===== src/rtl/reg_pkg.sv =====
`default_nettype none
// ============================================================================
// Module      : reg_pkg
// Description : Shared definitions for the general-purpose register file,
//               also used by the ALU and the control unit.
//               Holds data/address widths, their typedefs, the register
//               reset value and the write-counter ceiling.
// Revision    : 1.0 - initial release
// ============================================================================
package reg_pkg;

    localparam int DATA_W = 8;
    localparam int ADDR_W = 3;

    typedef logic [ADDR_W-1:0] reg_addr_t;
    typedef logic [DATA_W-1:0] reg_data_t;

    localparam reg_data_t  REG_RESET_VAL = '0;
    localparam logic [7:0] WRCOUNT_MAX   = 8'hFF;

endpackage : reg_pkg
`default_nettype wire


===== src/rtl/reg_read_port.sv =====
`default_nettype none
// ============================================================================
// Module      : reg_read_port
// Description : One combinational read port of the register file: a mux over
//               the flattened register array, plus an optional write-through
//               comparator that forwards the in-flight write data.
//               Build option: REGFILE_BYPASS_EN enables the forwarding path.
// Ports       : regs     - all register contents, entry i at regs[i]
//               rd_addr  - register index to read
//               rst_n    - active-low reset (forces 0 over the bypass)
//               wr_en    - write enable of the write port
//               wr_addr  - write port destination index
//               wr_data  - write port data
//               rd_data  - read result
// Revision    : 1.0 - initial release
// ============================================================================
module reg_read_port #(
    parameter int DATA_W   = 8,
    parameter int ADDR_W   = 3,
    parameter int NUM_REGS = 8
) (
    input  logic [NUM_REGS-1:0][DATA_W-1:0] regs,
    input  logic [ADDR_W-1:0]               rd_addr,
    input  logic                            rst_n,
    input  logic                            wr_en,
    input  logic [ADDR_W-1:0]               wr_addr,
    input  logic [DATA_W-1:0]               wr_data,
    output logic [DATA_W-1:0]               rd_data
);
    import reg_pkg::*;

`ifdef REGFILE_BYPASS_EN
    logic w_hit;

    assign w_hit = wr_en && (wr_addr == rd_addr);

    always_comb begin
        rd_data = regs[rd_addr];
        // Reset must win over forwarding: the array is already cleared, but
        // the live write data on the bus is not.
        if (!rst_n) begin
            rd_data = DATA_W'(REG_RESET_VAL);
        end else if (w_hit) begin
            rd_data = wr_data;
        end
    end
`else
    // Without forwarding the write-side inputs have no function here.
    logic w_unused;

    assign w_unused = ^{rst_n, wr_en, wr_addr, wr_data};
    assign rd_data  = regs[rd_addr];
`endif

endmodule : reg_read_port
`default_nettype wire


===== src/rtl/reg_file_8x8.sv =====
`default_nettype none
// ============================================================================
// Module      : reg_file_8x8
// Description : Eight-entry, 8-bit general-purpose register file with one
//               synchronous write port, two combinational read ports and a
//               saturating count of committed writes.
//               Build option: REGFILE_BYPASS_EN adds write-through forwarding
//               on both read ports.
// Ports       : CLK          - system clock, rising edge
//               RESET_N      - asynchronous active-low reset
//               IN           - write-back data (ALU result)
//               INADDRESS    - destination register index
//               WRITE        - write enable
//               OUT1ADDRESS  - read port 1 index
//               OUT2ADDRESS  - read port 2 index
//               OUT1         - read port 1 data
//               OUT2         - read port 2 data
//               WRCOUNT      - committed writes since reset, saturates at FF
// Revision    : 1.0 - initial release
// ============================================================================
module reg_file_8x8 #(
    parameter int DATA_W   = 8,
    parameter int ADDR_W   = 3,
    parameter int NUM_REGS = 8     // must equal 2**ADDR_W
) (
    input  logic              CLK,
    input  logic              RESET_N,
    input  logic [DATA_W-1:0] IN,
    input  logic [ADDR_W-1:0] INADDRESS,
    input  logic              WRITE,
    input  logic [ADDR_W-1:0] OUT1ADDRESS,
    input  logic [ADDR_W-1:0] OUT2ADDRESS,
    output logic [DATA_W-1:0] OUT1,
    output logic [DATA_W-1:0] OUT2,
    output logic [7:0]        WRCOUNT
);
    import reg_pkg::*;

    logic [NUM_REGS-1:0][DATA_W-1:0] r_regs;
    logic [7:0]                      r_wrcount;

    // Register array and write counter share one process so a write and its
    // count are always committed together. Register 0 is an ordinary entry.
    always_ff @(posedge CLK or negedge RESET_N) begin
        if (!RESET_N) begin
            for (int i = 0; i < NUM_REGS; i++) begin
                r_regs[i] <= DATA_W'(REG_RESET_VAL);
            end
            r_wrcount <= '0;
        end else if (WRITE) begin
            r_regs[INADDRESS] <= IN;
            if (r_wrcount != WRCOUNT_MAX) begin
                r_wrcount <= r_wrcount + 8'd1;
            end
        end
    end

    assign WRCOUNT = r_wrcount;

    reg_read_port #(
        .DATA_W   (DATA_W),
        .ADDR_W   (ADDR_W),
        .NUM_REGS (NUM_REGS)
    ) u_rd_port1 (
        .regs    (r_regs),
        .rd_addr (OUT1ADDRESS),
        .rst_n   (RESET_N),
        .wr_en   (WRITE),
        .wr_addr (INADDRESS),
        .wr_data (IN),
        .rd_data (OUT1)
    );

    reg_read_port #(
        .DATA_W   (DATA_W),
        .ADDR_W   (ADDR_W),
        .NUM_REGS (NUM_REGS)
    ) u_rd_port2 (
        .regs    (r_regs),
        .rd_addr (OUT2ADDRESS),
        .rst_n   (RESET_N),
        .wr_en   (WRITE),
        .wr_addr (INADDRESS),
        .wr_data (IN),
        .rd_data (OUT2)
    );

`ifndef SYNTHESIS
    // An unknown write enable outside reset has no defined meaning.
    a_write_known : assert property (@(posedge CLK) disable iff (!RESET_N)
                                     !$isunknown(WRITE));
`endif

endmodule : reg_file_8x8
`default_nettype wire

===== config.mk =====
export PLATFORM = sky130hd
export DESIGN_NAME = reg_file_8x8
export DESIGN_NICKNAME = d
export VERILOG_FILES = /design/src/rtl/reg_pkg.sv /design/src/rtl/reg_read_port.sv /design/src/rtl/reg_file_8x8.sv
export SDC_FILE = /design/constraint.sdc
export NUM_CORES = 1
export LEC_CHECK = 0
export ABC_AREA = 1
export ABC_CLOCK_PERIOD_IN_PS = 3300
export BUFFER_PORTS_ARGS = -buffer_cell sky130_fd_sc_hd__clkbuf_2
export CORE_MARGIN = 1.5
export CORE_UTILIZATION = 45
export CTS_CLUSTER_SIZE = 28
export DETAILED_ROUTE_END_ITERATION = 7
export GPL_TIMING_DRIVEN = 0
export PLACE_DENSITY = 0.64
export RECOVER_POWER = 100
export SLEW_MARGIN = 40
export SYNTH_ARGS = -nofsm -noshare
export SYNTH_HDL_FRONTEND = slang
export SYNTH_HIERARCHICAL = 1
export SYNTH_SLANG_ARGS = --single-unit
export TNS_END_PERCENT = 50

===== constraint.sdc =====
create_clock -name CLK -period 3.3 [get_ports CLK]
set_input_delay 0.495 -clock CLK [delete_from_list [all_inputs] [get_ports CLK]]
set_output_delay 0.495 -clock CLK [all_outputs]
set_load 0.02 [all_outputs]

[Word-level counts from Yosys, hierarchy flattened]
Index checks and enable logic that the tools add are counted.
Word-level totals
  register bits after elaboration: 72
  bits in latches: 0
  RAM bits: 0
  ROM bits: 0
  input bits: 20
  output and inout port bits: 24
  memories: 0
Operators by class
  add/subtract/negate cells: 1
  multiply operators: 0
  divide/modulo/power cells: 0
  magnitude comparators: 4
  eq/ne operators: 1
  shifts and indexed selects: 0
  multiplexer cells: 7
  bitwise gates (word level): 0
  reduce and logical (&&, ||, !) cells: 2
Operator list (count)
  64-bit bitwise mux: 1
  8-bit binary-select mux with 3-bit select: 2
  8-bit demux with 3-bit select: 1
  8-bit two-way mux: 3
  3-bit by 4-bit < comparator with 1-bit output (second input constant): 3
  8-bit by 1-bit adder with 8-bit output (second input constant): 1
  8-bit inequality test (second input constant): 1
  3-bit by 1-bit >= comparator with 1-bit output (second input constant): 1
  2-bit AND reduction: 1
  1-bit logical AND: 1

[Longest topological paths before layout]
  depth after elaboration: 5
  gate-level depth with buffers: 8

[By module]
The synthesis kept the hierarchy.
By module, submodules not included
  reg_file_8x8: times used 1, cells an instance 288, area an instance 2777.7 um^2, sequential area each 1801.7 um^2
  reg_read_port: times used 2, cells an instance 214, area an instance 933.4 um^2, sequential area each 0.0 um^2

[Least setup slack after synthesis]
No wires, ideal clock.
  kind: input-to-output
  start: in OUT1ADDRESS[1]
  end: out OUT1[5]
  arrival time: 1.145 ns
  path slack: 1.660 ns
  stages on the path: 7
  buffers on the path: 2
  cells stage by stage: buf_6 > inv_2 > buf_6 > nand3_1 > nand2_1 > nand2_1 > nand2_1
Between the ends
  longest elaborated chain between the ends: 2
RTL lines
  start, declared: RTL line reg_file_8x8.sv:31  | input logic [ADDR_W-1:0] OUT1ADDRESS,
  8-bit binary-select mux with 3-bit select: RTL line reg_read_port.sv:52  | assign rd_data = regs[rd_addr];
  8-bit two-way mux (not written as such): RTL line reg_read_port.sv:52
  end, declared: RTL line reg_file_8x8.sv:33  | output logic [DATA_W-1:0] OUT1,
No other way between the ends. The select of a mux whose other input is x is not followed.

[Final worst setup path]
  start: in OUT1ADDRESS[1]
  end: out OUT1[3]
Same word-level chain as after synthesis.

==> results.md <==
* # port buffers at 37
* Synth Net Count at 737
* Total congestion overflow at 0
* First-pass GRT wire length at 21900 microns
* Layout cells sized above 1 at 0.0973
* RSZ-0062 raised after global routing: no
* Core region area at between 9000 and 10000 sq um
* Layout area overhead at 11.9%
* Fin nets at 787
* Detailed-route via count at 4470
* Reg2reg start: WRCOUNT[0]
* Post-cts repair resize count at 0
* Clock power frac at 0.305
* Skew final at 4.93 ps
* Clock Latency Late Sink at 360 ps
* Critical path capture point type: primary output
* Drc violations at 0
* Total CTS buffers at 9
* GPL Wtd Cong at between 0.9 and 1
* Synth cell types at 25
* H-tree Lvls at 3
* Sequential-to-total area share from yosys stat at 0.388
* IO Pins at 44
* Cell Area, Synth at around 4600 sq um
* Antenna Cells at 0
* WL final at approximately 13000 microns
* Die Y at 105 microns
* Max Clk Rate at 0.397 GHz
* Iter 0 DRT Violations at 349
* Register-to-Register Path Depth at 8
* Required time of the critical path at 2800 ps
* CTS tree: done
* Max cap viols at 0
* Clock Tree Buf Depth at 2
* DR vias/cell at ~4.9
* Hold Startpoint: WRITE
* Clock transition at path regs at ~80 ps
* Commonest non-fill, non-tap cells in the layout: nand2_1, inv_1, dfrtp_1
* Detail Route Antenna Nets at 0
* Fillcell total at a little over 1000
* Tmin final at 2520 ps
* Leakage at ~0.003 uW
* Pins Over Slew Limit at 0
* Final number of hold-violating endpoints at 0
* Die ar. at 10900 sq um
* Largest net degree at the start of global routing at a little under 70
* Crit Path Class: input port to primary output
* Total negative slack at 0 ps
* RR Endpoint: WRCOUNT[4]
* Initial DRT Pass Iterations at 6
* Cell count after placement at ~900
* Clk sinks at 72
* CP arrival at 2020 ps
* Routing usage on met3 at 0.0449
* Internal at approximately 1900 uW
* Mean Syn Cell Area at 6.49 sq um
* Ratio of final minimum period to clock period at 0.763
* Hold path endpoint: WRCOUNT[6]
* WL/cell at 14.9 microns
* Clock tree root driver cell: clkbuf_8
* Met2 GRT Util at 0.416
* Grt met1 use at 0.348
* HP Class: input port to flop
* Initial core utilization at 0.469
* Total GRT Usage at 0.260
* Combinational share of power at 0.277
* Power per Cell Area at 561 nW/um^2
* Register bit total from synthesis at 72
* Commonest non-fill, non-tap cell in the layout: nand2_1
* Die Wd at 105 microns
* Fin Hold WS at approximately 500 ps
* Cells after Synth at 716
* Tightest Pin Transition at 1130 ps
* Startpoint class of the critical path: input port
* Detail Placement HPWL at 9640 microns
* Switch Pwr at roughly 1000 uW
* Initial antenna violation count at 0
* Status: complete, no violations
* Flop2flop setup slack at 1760 ps
* Sequential power share at 0.419
* Cell Count, Final, Fillers Out at between 900 and 1000
* CP Max Fanout at 10
* Worst Hold Path Cells at 4
* Net Sw Frac at 0.352
* Synth warnings at 6
* Final setup violation count at 0
* GR peak layer: met2
* Max VDD drop at 0.366 mV
* FP Rows at 36
* Vias in the first global route at ~4400
* Slew Limit Headroom at 0.243
==> cell families (layout without fill, tap and decap cells) <==
family | count (synthesis) | after routing | synth area share
AOI/OAI and AO/OA | 66 | 66 | 0.0717
adders and majority gates | 1 | 1 | 0.00269
xor gates and xnor gates | 2 | 2 | 0.00377
and+or+nand+nor | 390 | 390 | 0.354
buffers and inverters | 185 | 240 | 0.180
DFF | 72 | 72 | 0.388
==> power by group through the flow <==
stage / clock [uW] / sequential (uW) / combinational [uW]
after global routing: 945 / 1250 / 929
final: 889 / 1220 / 808
after CTS: 908 / 1220 / 831
after global placement: 0 / 1230 / 799
after detailed placement: 0 / 1240 / 825
after floorplan: 0 / 1230 / 572
==> layout make-up <==
type                    instances  area (sq um)  area share
repair buffers                 39           196      0.0378
plain buffers                  30           223      0.0428
inverters                     155           587       0.113
flip-flops and latches         72          1800       0.347
clock inverters                 5           103      0.0197
well taps                     133           166      0.0320
clock buffers                  11           151      0.0291
multi-input cells             459          1970       0.379
==> state kept, by name, indices dropped and copies added (netlist names) <==
signal   cells
WRCOUNT      8
r_regs      64
==> worst max-delay path by stage <==
stage                        start         end  slack [ps]
global placement           RESET_N  r_regs[41]        1070
CTS                 OUT1ADDRESS[1]     OUT1[7]        1370
floorplan           OUT1ADDRESS[1]     OUT1[5]        1660
finish              OUT1ADDRESS[1]     OUT1[3]         780
global route        OUT1ADDRESS[1]     OUT1[3]         680
detailed placement  OUT1ADDRESS[1]     OUT1[7]        1380
==> per-stage QoR <==
stage                     utilization  cell area (sq um)  setup slack, ps  power [uW]
after floorplan                     -               4640             1660        1800
after global placement          0.504               5000             1070        2030
after detailed placement        0.508               5030             1380        2060
after CTS                       0.534               5300             1370        2960
after global routing            0.525               5200              677        3130
final                           0.525               5200              782        2920
==> cells in the mapped netlist <==
| master | n | area (sq um) |
|---|---|---|
| nand2_1 | 275 | 1030 |
| nand2_2 | 25 | 156 |
| o21bai_1 | 1 | 7.51 |
| nand3_1 | 67 | 335 |
| buf_2 | 10 | 50.1 |
| ha_1 | 1 | 12.5 |
| inv_4 | 2 | 12.5 |
| xor2_1 | 1 | 8.76 |
| inv_1 | 151 | 567 |
| clkbuf_1 | 1 | 3.75 |
| a21oi_1 | 8 | 40.0 |
| o21ai_0 | 54 | 270 |
| inv_2 | 2 | 7.51 |
| dfrtp_1 | 72 | 1800 |
| nand4_1 | 2 | 12.5 |
| buf_4 | 7 | 52.6 |
| xnor2_1 | 1 | 8.76 |
| buf_8 | 2 | 30.0 |
| nor2_1 | 17 | 63.8 |
| buf_6 | 10 | 113 |
| and2_1 | 1 | 6.26 |
| nand3_2 | 1 | 10.0 |
| nor2_4 | 1 | 11.3 |
| nor3_4 | 1 | 16.3 |
| o21ai_1 | 3 | 15.0 |
==> metal layers <==
| layer | vias up | part of all wire |
|---|---|---|
| met4 | 0 | 0.023 |
| met2 | 186 | 0.46 |
| met1 | 2039 | 0.43 |
| met3 | 24 | 0.083 |
| met5 | - | 0 |
| li1 | 2221 | - |
==> worst max-delay path, cell delays in order <==
cell      delay (ps)
buf_6            120
inv_1            190
clkbuf_1         540
nand3_1          180
nand2_1          100
nand2_1           60
nand2_1           80
clkbuf_1         240
==> timing repair <==
action | CTS | global route
hold endpoints to repair | 5 | 0
buffers inserted | 0 | 0
hold buffers | 1 | 0
(Power assumes the default switching activity.)
